File: src/rtl/exec_wb_stage.sv
// Single-issue execute/writeback stage: reads two operands, computes an ALU or
// iterative shift-add multiply result, and issues one register-file write per instruction.
module exec_wb_stage #(
  parameter int DATA_W     = 16,
  parameter int ADDR_W     = 3,
  parameter int MUL_CYCLES = 16
) (
  input  logic              clk,
  input  logic              rst,
  input  logic              instr_valid,
  output logic              instr_ready,
  input  logic [15:0]       instr,
  output logic [ADDR_W-1:0] rd0_addr,
  output logic [ADDR_W-1:0] rd1_addr,
  input  logic [DATA_W-1:0] rd0_data,
  input  logic [DATA_W-1:0] rd1_data,
  output logic              RegWrite,
  output logic [ADDR_W-1:0] wr_addr,
  output logic [DATA_W-1:0] wr_data,
  output logic              busy,
  output logic [15:0]       retired
);

  localparam int CNT_W = $clog2(MUL_CYCLES);
  localparam logic [CNT_W-1:0] CNT_LAST = CNT_W'(MUL_CYCLES - 1);

  typedef enum logic [1:0] {IDLE, READ, EXEC, WB} state_t;
  typedef enum logic [2:0] {
    OP_ADD, OP_SUB, OP_AND, OP_OR, OP_XOR, OP_SLL, OP_MUL, OP_ADDI
  } op_t;

  state_t state, state_next;

  logic [15:0]       instr_q;
  logic [DATA_W-1:0] mcand;
  logic [DATA_W-1:0] mplier;
  logic [DATA_W-1:0] acc;
  logic [DATA_W-1:0] acc_step;
  logic [DATA_W-1:0] alu_result;
  logic [DATA_W-1:0] imm_ext;
  logic [CNT_W-1:0]  mul_cnt;
  op_t               op;
  logic [ADDR_W-1:0] rd;

  assign op      = op_t'(instr_q[15:13]);
  assign rd      = instr_q[12:10];
  assign imm_ext = {{(DATA_W-4){instr_q[3]}}, instr_q[3:0]};

  assign instr_ready = (state == IDLE);
  assign busy        = (state != IDLE);
  assign RegWrite    = (state == WB);

  always_ff @(posedge clk or negedge rst) begin
    if (!rst) state <= IDLE;
    else      state <= state_next;
  end

  always_comb begin
    state_next = state;
    case (state)
      IDLE: if (instr_valid) state_next = READ;
      READ: state_next = (op == OP_MUL) ? EXEC : WB;
      EXEC: if (mul_cnt == CNT_LAST) state_next = WB;
      WB:   state_next = IDLE;
      default: state_next = IDLE;
    endcase
  end

  // Single-cycle ops are evaluated straight off the combinational read ports.
  always_comb begin
    alu_result = '0;
    case (op)
      OP_ADD:  alu_result = rd0_data + rd1_data;
      OP_SUB:  alu_result = rd0_data - rd1_data;
      OP_AND:  alu_result = rd0_data & rd1_data;
      OP_OR:   alu_result = rd0_data | rd1_data;
      OP_XOR:  alu_result = rd0_data ^ rd1_data;
      OP_SLL:  alu_result = rd0_data << rd1_data[3:0];
      OP_ADDI: alu_result = rd0_data + imm_ext;
      default: alu_result = '0;
    endcase
  end

  assign acc_step = acc + (mplier[0] ? mcand : '0);

  // wr_addr/wr_data only change on entry to WB so they hold between writes.
  always_ff @(posedge clk or negedge rst) begin
    if (!rst) begin
      instr_q  <= '0;
      rd0_addr <= '0;
      rd1_addr <= '0;
      mcand    <= '0;
      mplier   <= '0;
      acc      <= '0;
      mul_cnt  <= '0;
      wr_addr  <= '0;
      wr_data  <= '0;
      retired  <= '0;
    end else begin
      case (state)
        IDLE: begin
          if (instr_valid) begin
            instr_q  <= instr;
            rd0_addr <= instr[9:7];
            rd1_addr <= instr[6:4];
          end
        end
        READ: begin
          if (op == OP_MUL) begin
            mcand   <= rd0_data;
            mplier  <= rd1_data;
            acc     <= '0;
            mul_cnt <= '0;
          end else begin
            wr_addr <= rd;
            wr_data <= alu_result;
          end
        end
        EXEC: begin
          acc     <= acc_step;
          mcand   <= mcand << 1;
          mplier  <= mplier >> 1;
          mul_cnt <= mul_cnt + 1'b1;
          if (mul_cnt == CNT_LAST) begin
            wr_addr <= rd;
            wr_data <= acc_step;
          end
        end
        WB: retired <= retired + 16'd1;
        default: ;
      endcase
    end
  end

endmodule

File: config.mk
export PLATFORM = sky130hd
export DESIGN_NAME = exec_wb_stage
export DESIGN_NICKNAME = d
export VERILOG_FILES = /design/src/rtl/exec_wb_stage.sv
export SDC_FILE = /design/constraint.sdc
export NUM_CORES = 1
export LEC_CHECK = 0
export BUFFER_PORTS_ARGS = -buffer_cell sky130_fd_sc_hd__buf_2
export CELL_PAD_IN_SITES_DETAIL_PLACEMENT = 2
export CELL_PAD_IN_SITES_GLOBAL_PLACEMENT = 2
export CORE_MARGIN = 2
export CORE_UTILIZATION = 25
export DETAILED_ROUTE_END_ITERATION = 12
export PLACE_DENSITY_LB_ADDON = 0.1
export SETUP_SLACK_MARGIN = 0.02
export SLEW_MARGIN = 10
export SYNTH_ARGS = -nofsm -noshare
export SYNTH_HDL_FRONTEND = slang
export SYNTH_SLANG_ARGS = --single-unit
File: constraint.sdc
create_clock -name clk -period 4.7 [get_ports clk]
set_input_delay 0.94 -clock clk [delete_from_list [all_inputs] [get_ports clk]]
set_output_delay 0.94 -clock clk [all_outputs]
set_load 0.01 [all_outputs]
Word-level counts from Yosys, hierarchy flattened
Index checks and enable logic that the tools add are counted.
Widths: inputs -> output; s select.

word-level totals
  register bits = 111
  input port bits = 51
  output and inout bits = 44
  word-level logic and storage cells = 64

cells by class
  add/subtract/negate cells = 6
  eq/ne operators = 15
  shift operators = 1
  mux-type cells = 20
  bitwise operators = 3
  reductions and logical operators = 8

operators by type and width
  operator               number
  $pmux 16 s2            4
  $pmux 16 s7            1
  $mux 16                6
  $add 16x16->16         3
  $add 16x1->16 const B  1
  $and 16x16->16         1
  $or 16x16->16          1
  $shl 16x4->16          1
  $sub 16x16->16         1
  $xor 16x16->16         1
  $eq 3x3->1 const B     4
  $ne 2x2->1 const B     4
  $pmux 2 s4             1
  $pmux 4 s2             1
  $eq 3x2->1 const B     2
  $mux 3                 2
  $pmux 3 s2             1
  $reduce_and 2->1       3
  $add 4x1->4 const B    1
  $eq 2x2->1 const B     2
  $eq 4x4->1 const B     1
  $mux 2                 2
  $mux 4                 1
  $reduce_bool 2->1      2
  6 further kinds        6

Logic depth before layout (Yosys ltp)
Gate-level depths: netlist of run 1.

  depth in word-level cells = 4
  mapped depth = 21
  gate-level depth less buffers = 19

Worst setup path after synthesis of run 1
OpenSTA, ideal clock, no wires.

  kind = input to register
  start = in rd1_data[1]
  end = reg wr_data[14]
  library setup time = 0.137 ns
  data arrival time = 4.799 ns
  data required time = 4.563 ns
  setup slack = -0.236 ns
  cell stages on the path = 17
  buffers on the path = 2
  cell sequence = clkbuf_1 -> inv_1 -> clkbuf_1 -> ha_1 -> or3b_4 -> or3_4 -> or3_4 -> or3_4 -> nor3_4 -> o31ai_1 -> a22o_1 -> ha_1 -> inv_1 -> o41ai_1 -> xor2_1 -> a211oi_1 -> a21oi_1

on the way
  word-level cells in the longest chain between the ends = 4
  elaborated cells between the ends (all ways) = 6
  classes of those cells = 2 x add/sub; 1 x shift; 3 x mux

ends and longest elaborated chain
  element                                       line  text
  start, declared                               16    input logic [DATA_W-1:0] rd1_data,
  $sub 16x16->16, or another cell as far along  74    OP_SUB: alu_result = rd0_data - rd1_data;
  $pmux 16 s7 (*)                               72    case (op)
  $mux 16 (*)                                   109   if (op == OP_MUL) begin
  $pmux 16 s2 (*)                               100   case (state)
  end signal, assigned                          116   wr_data <= alu_result;
  end signal, assigned                          126   wr_data <= acc_step;
  end, declared                                 19    output logic [DATA_W-1:0] wr_data,

Mark *: on every way between the ends. The rest lies on a longest branch, timed or not. The select of a mux whose other input is x is not followed.
A chain may end at the register's enable or synchronous reset.

Worst setup path in the final report of run 1
  start = in rd1_data[1]
  end = reg wr_data[15]

The elaborated chain is that of the path after synthesis.

==> results.json, run 1 <==
{
  "status": "completed",
  "cap_viol_max_count": 0,
  "ant_nets": 0,
  "wl_mm": 32.01,
  "finClkSkew_ps": 24.58,
  "slowest_stage": "or3b_4",
  "worst-path-max-fanout": 3,
  "antenna_found_initial": 0,
  "root_buffer": "clkbuf_16",
  "power_frac_comb_pct": 61.3,
  "critPathRequiredTime_ps": 5000,
  "dpl-instance-area_um2": 9259,
  "path_clk_slew_ps": 80,
  "p_sw_mw": 3.144,
  "area_growth_pct": 15.96,
  "synth_ff_type": "dfrtp_1",
  "synth_xor_area_share_pct": 4.148,
  "insertedDiodeCount": 0,
  "nNetsFinal": 1173,
  "wl_per_cell_um": 21.41,
  "startpoint_type": "input port",
  "rsz0062_at_grt": "no",
  "yosys.area.top_type": "dfrtp_1",
  "tightest_slew_ps": 1097,
  "layout-drive-gt1-share_pct": 16.24,
  "viasPerCell": 5.070,
  "hold_buffers": 0,
  "synthMuxAreaShare_pct": 9.375,
  "core_area_um2": 32450,
  "fin_area_um2": 9548,
  "slew_headroom_pct": 26.58,
  "synth_warnings": 0,
  "synth_fa_ha_area_share_pct": 11.43,
  "die_h_um": 185.5,
  "setup_viol": 0,
  "cp.arrival_ps": 4570,
  "grt_max_degree": 46,
  "critical_path_class": "in -> reg",
  "hp-start": "retired[15]",
  "cts_buffers": 9,
  "first_pass_iters": 5,
  "row_count": 66,
  "overflow": 0,
  "min_period_ps": 4266,
  "synthDistinctLibCells": 62,
  "grt.total_usage_pct": 19.45,
  "vias": 7580,
  "end_kind": "flop",
  "avgSynthCellArea_um2": 8.454,
  "synth-seq-cells": 105,
  "port_buffers": 94,
  "globalplace.congestion": 0.7965,
  "post-dp-hpwl_mm": 24.64,
  "p_int_mw": 3.151,
  "die_x_um": 185.5,
  "hold_viol_final": 0,
  "slew_violations": 0,
  "clkPwrFrac_pct": 12.4,
  "clk_latency_ps": 380,
  "initial_core_util_pct": 25.37,
  "clk_path_buf_depth": 2,
  "grt_first_pass_wirelength_mm": 49.89,
  "fin_crit_sh_pct": 90.77,
  "grt_pass1_vias": 8081,
  "timing.rr.start": "instr_q[13]",
  "p_sw_share_pct": 49.95,
  "crit_start": "rd1_data[1]",
  "crit_chain": "buf_2 > inv_1 > ha_1 > or3b_4 > or3_4 > or3_4 > a221o_1 > ha_1 > a211oi_1 > o211ai_1 > o211ai_1 > a21oi_1 > o31ai_1 > xnor2_1 > nand2_1 > a21oi_1",
  "syn_area_um2": 8234,
  "io_pins": 95,
  "cts_setup_buffers": 0,
  "drtIter0Drc": 306,
  "synth_nets": 1099,
  "syn_inst": 974,
  "fmax_ghz": 0.2344,
  "finalSetupTns_ps": 0,
  "synth_edf_count": 0,
  "htree_levels": 3,
  "remaining_drc_errors": 0,
  "cts_tree": "built",
  "cp_slowest_stage_delay_ps": 390,
  "power_frac_seq_pct": 26.2,
  "synth_top_family_by_area": "compound AO/OA/AOI/OAI gates",
  "synthArstFlopShare_pct": 100.0,
  "ir_drop_uv": 196.0,
  "post-synth-top-area-fraction_pct": 31.91,
  "yosys.area_share.simple_pct": 17.84,
  "cellLeakagePower_nw": 4.395,
  "cts_sinks": 105,
  "cts_resized": 0,
  "power_density_nw_per_um2": 659.3,
  "synth.area.top_cells": "dfrtp_1 (32%), ha_1 (11%), nand2_1 (6.2%), mux2i_1 (6.0%), o21ai_0 (5.7%)",
  "hold_path_class": "reg -> reg",
  "synth_compound_area_share_pct": 20.42,
  "dieArea_um2": 34400,
  "ys_seq_area_share_pct": 31.91
}
-- synthesized netlist by cell type (all sizes together), types with 3 or more instances --
library cell,count
nand2,136
dfrtp,105
o21ai,94
ha,72
nor2,72
mux2i,49
inv,44
clkbuf,43
a21oi,42
xnor2,25
a31oi,24
and2,23
mux2,21
nand3,19
a22oi,17
o22ai,15
nor3,14
xor2,14
a211oi,12
and3,12
buf,12
nand2b,9
o211ai,8
or3,8
o21a,7
a221o,6
nor2b,6
o221ai,6
a21o,5
a22o,5
o31ai,5
a221oi,4
nor4,4
nand4,3
or2,3
-- cell type report --
class / instances / area [um2]
well taps: 442 / 553.0
fillers: 3770 / 22910
flip-flops and latches: 105 / 2628
inverters: 44 / 165.2
multi-input cells: 770 / 5260
repair buffers: 118 / 653.1
clock buffers: 10 / 229.0
clock inverters: 6 / 60.06
-- worst max-delay path: cells and delay by family --
family / cells / cell delay, ps
AO/OA/AOI/OAI: 7 / 1690
buffers and inverters: 2 / 170
AND/OR/NAND/NOR: 4 / 1150
adder cells (fa/ha/maj): 2 / 450
XOR/XNOR: 1 / 160
-- placed cells by master, fill, tap and decap left out, types with 6 or more instances in the layout --
master     count
nand2_1      136
dfrtp_1      105
o21ai_0       93
buf_2         93
nor2_1        72
ha_1          70
mux2i_1       49
inv_1         44
a21oi_1       41
xnor2_1       25
buf_4         25
a31oi_1       24
and2_1        23
mux2_2        21
nand3_1       19
a22oi_1       17
o22ai_1       15
xor2_1        14
nor3_1        13
and3_1        12
a211oi_1      12
nand2b_1       9
clkbuf_16      9
o211ai_1       8
o21a_1         7
nor2b_1        6
o221ai_1       6
a221o_1        6
-- worst paths after layout --
| kind | endpoint | slack (ps) | depth (start not counted) |
|---|---|---|---|
| min in group asynchronous | instr_q[2] | 550 | 1 |
| max in group asynchronous | acc[14] | 3160 | 2 |
| hold / removal | retired[15] | 470 | 1 |
| setup / recovery | wr_data[15] | 430 | 16 |
| setup reg to reg | wr_data[15] | 610 | 14 |
| hold reg to reg | retired[15] | 470 | 1 |
-- state kept, by name, summed over array words and instances, names as in the netlist, 3 cells and up --
signal	cells
mul_cnt	4
mcand	16
mplier	16
instr_q	12
retired	16
wr_data	16
acc	16
wr_addr	3
-- per-stage QoR --
stage                     std cells  setup slack [ps]  utilization [%]  hold slack [ps]  total power, mW
final                          1495             433.6            29.42            472.1            6.295
after global routing           1495             102.8            29.42            496.6            6.920
after CTS                      1495             431.9            29.42            484.6            6.406
after detailed placement       1479             11.39            28.53            466.8            5.588
after global placement         1479             109.2            28.53            456.6            5.533
after floorplan                 974             30.75                -            445.3            4.224
-- power by group through the flow --
stage	combinational, mW	clock, mW	sequential (mW)
3_5_place_dp	3.91	0	1.67
2_1_floorplan	2.63	0	1.59
4_1_cts	3.92	0.821	1.66
3_3_place_gp	3.86	0	1.67
6_report	3.86	0.782	1.65
5_1_grt	4.35	0.853	1.72
-- cells by family after synthesis --
family,Yosys count
AOI/OAI and AO/OA,268
xor gates and xnor gates,39
adders and majority gates,74
buffers and inverters,99
DFF,105
muxes,72
and+or+nand+nor,317
-- metal layers --
layer  up-vias  routed length, um  track usage (%)
li1       3628                  -                -
met1      3832              15550            27.43
met2       106              15140            32.13
met3        14                995            1.937
met4         0                320            4.159
met5         -                  0                0
No activity file was read; power rests on OpenSTA's default activity.
==> inputs of run 2 (changes only) <==
--- a/config.mk
+++ b/config.mk
@@ -5,6 +5,7 @@
 export SDC_FILE = /design/constraint.sdc
 export NUM_CORES = 1
 export LEC_CHECK = 0
+export ABC_AREA = 1
 export BUFFER_PORTS_ARGS = -buffer_cell sky130_fd_sc_hd__buf_2
 export CELL_PAD_IN_SITES_DETAIL_PLACEMENT = 2
 export CELL_PAD_IN_SITES_GLOBAL_PLACEMENT = 2
==> results.json, run 2 <==
{
  "status": "completed",
  "cts_tree": "built",
  "overflow": 0,
  "drtIter0Drc": 430,
  "die_h_um": 186.9,
  "synthDistinctLibCells": 55,
  "viasPerCell": 4.894,
  "ys_seq_area_share_pct": 31.41,
  "fin_crit_sh_pct": 86.00,
  "critical_path_class": "in -> reg",
  "nNetsFinal": 1343,
  "hold_viol_final": 0,
  "first_pass_iters": 4,
  "synth_compound_area_share_pct": 18.01,
  "yosys.area.top_type": "dfrtp_1",
  "grt.total_usage_pct": 19.66,
  "setup_viol": 0,
  "cap_viol_max_count": 0,
  "synthTopCellsByCount": "nand2_1 (300), nor2_1 (109), inv_1 (106)",
  "synthArstFlopShare_pct": 100.0,
  "die_x_um": 186.9,
  "yosysMostFrequentCell": "nand2_1",
  "finalSetupTns_ps": 0,
  "critPathRequiredTime_ps": 4960,
  "ir_drop_uv": 274.2,
  "cellLeakagePower_nw": 4.740,
  "core_area_um2": 32700,
  "startpoint_type": "input port",
  "cts_sinks": 105,
  "whs_path_depth": 1,
  "antenna_found_initial": 1,
  "wl_mm": 33.98,
  "synth-seq-cells": 105,
  "cts_setup_buffers": 0,
  "crit_end": "wr_data[15]",
  "power_density_nw_per_um2": 709.6,
  "min_period_ps": 4042,
  "drt-met1-wl_mm": 17.14,
  "r2r_end": "wr_data[6]",
  "globalplace.congestion": 0.8230,
  "grt_pass1_vias": 8538,
  "slew_headroom_pct": 35.07,
  "yosys.area_share.simple_pct": 26.96,
  "r2r_cells": 18,
  "io_pins": 95,
  "wl_met2_mm": 15.73,
  "ant_nets": 0,
  "hold_path_class": "reg -> reg",
  "mostFrequentLayoutCells": "nand2_1 (300), nor2_1 (109), inv_1 (106), dfrtp_1 (105), buf_2 (93)",
  "synth_nets": 1278,
  "finClkSkew_ps": 15.22,
  "hold_buffers": 0,
  "synth_fa_ha_area_share_pct": 11.25,
  "vias": 8158,
  "end_kind": "flop",
  "dpl-instance-area_um2": 9166,
  "worst-path-max-fanout": 20,
  "cp.arrival_ps": 4300,
  "clk_latency_ps": 370,
  "synth_warnings": 0,
  "synth_top_family_by_area": "simple AND/OR/NAND/NOR gates",
  "fin_area_um2": 9470,
  "grt_max_degree": 68,
  "final_common_cell": "nand2_1",
  "wl_per_cell_um": 20.38,
  "timing.rr.start": "instr_q[13]",
  "highest-signal-layer": "met4",
  "port_buffers": 94,
  "tightest_slew_ps": 973.9,
  "row_count": 66,
  "avgSynthCellArea_um2": 7.254,
  "htree_levels": 3,
  "wl_met3_um": 679,
  "grt_first_pass_wirelength_mm": 52.73,
  "cts_resized": 0,
  "fmax_ghz": 0.2474,
  "clk_path_buf_depth": 2,
  "dieArea_um2": 34940,
  "area_growth_pct": 13.22,
  "layout-drive-gt1-share_pct": 14.96,
  "synth.area.top_cells": "dfrtp_1 (31%), nand2_1 (13%), ha_1 (11%), nor2_1 (4.9%), inv_1 (4.8%)",
  "syn_inst": 1153,
  "post-synth-top-area-fraction_pct": 31.41,
  "syn_area_um2": 8364,
  "synth_xor_area_share_pct": 1.675,
  "crit_start": "rd1_data[1]",
  "cts_buffers": 9,
  "synth_ff_type": "dfrtp_1",
  "initial_core_util_pct": 25.58,
  "hp-start": "retired[15]",
  "post-dp-hpwl_mm": 26.65,
  "synth_edf_count": 0,
  "slew_violations": 0,
  "rrSetupSlack_ps": 920,
  "path_clk_slew_ps": 80,
  "remaining_drc_errors": 0,
  "synthMuxAreaShare_pct": 1.720,
  "rsz0062_at_grt": "no",
  "root_buffer": "clkbuf_16"
}
run 2: cells by family (layout without fill, tap and decap cells):
group,Yosys count,after routing
and+or+nand+nor,518,518
AOI/OAI and AO/OA,257,257
buffers and inverters,170,240
DFF,105,105
adders and majority gates,74,74
xor gates and xnor gates,16,16
muxes,13,13
other,0,2
run 2: worst min-delay path by stage:
stage                             end
after floorplan            mplier[15]
after global placement    retired[15]
after detailed placement   wr_data[2]
after CTS                 retired[15]
after global routing      retired[15]
final                     retired[15]
run 2: worst max-delay path: stages:
cell	delay [ps]
buf_2	190
inv_4	190
ha_1	220
nand2_2	70
inv_2	70
nand2_2	60
nor2_2	120
inv_2	70
nor2_4	110
nand3_2	90
nor2_2	140
inv_1	70
o21ai_1	120
nand3_1	80
a22oi_1	190
ha_1	330
inv_1	110
o21bai_1	90
a21oi_1	230
nand2_1	100
a21oi_1	150
nand3_1	100
nand3_1	140
nand2_1	80
nand2_1	60
nand2_1	60
nand2_1	50
nand2_1	50
run 2: cell type report:
class,instances,area (um2)
Antenna cell,2,5.005
Sequential cell,105,2628
Timing Repair Buffer,101,525.5
Clock inverter,6,58.81
Tap cell,442,553.0
Inverter,123,473.0
Fill cell,3978,23230
Clock buffer,10,239.0
Multi-Input combinational cell,878,4989
run 2: through the flow:
stage               setup WS, ps  total power, mW  instances  util (%)  hold slack [ps]
floorplan                   1021            4.507       1153         -            453.4
global placement           415.5            5.906       1649     28.03            457.4
detailed placement         269.7            6.001       1649     28.03            467.6
CTS                        646.1            6.849       1665     28.94            482.5
global route               278.8            7.454       1666     28.95            511.5
finish                     658.1            6.720       1667     28.96            468.8
run 2: where the power goes:
group / internal [mW] / total, mW / leakage (nW) / switching, mW
clock: 0.388 / 0.801 / 0.148 / 0.413
combinational: 1.38 / 4.35 / 3.31 / 2.97
sequential: 1.28 / 1.57 / 1.28 / 0.292
total: 3.05 / 6.72 / 4.74 / 3.67
run 2: layer usage:
metal / global-route usage (%) / vias to the layer above
met5: 0 / -
met4: 4.396 / 0
met3: 1.707 / 19
met2: 32.10 / 101
met1: 28.14 / 4078
li1: - / 3960
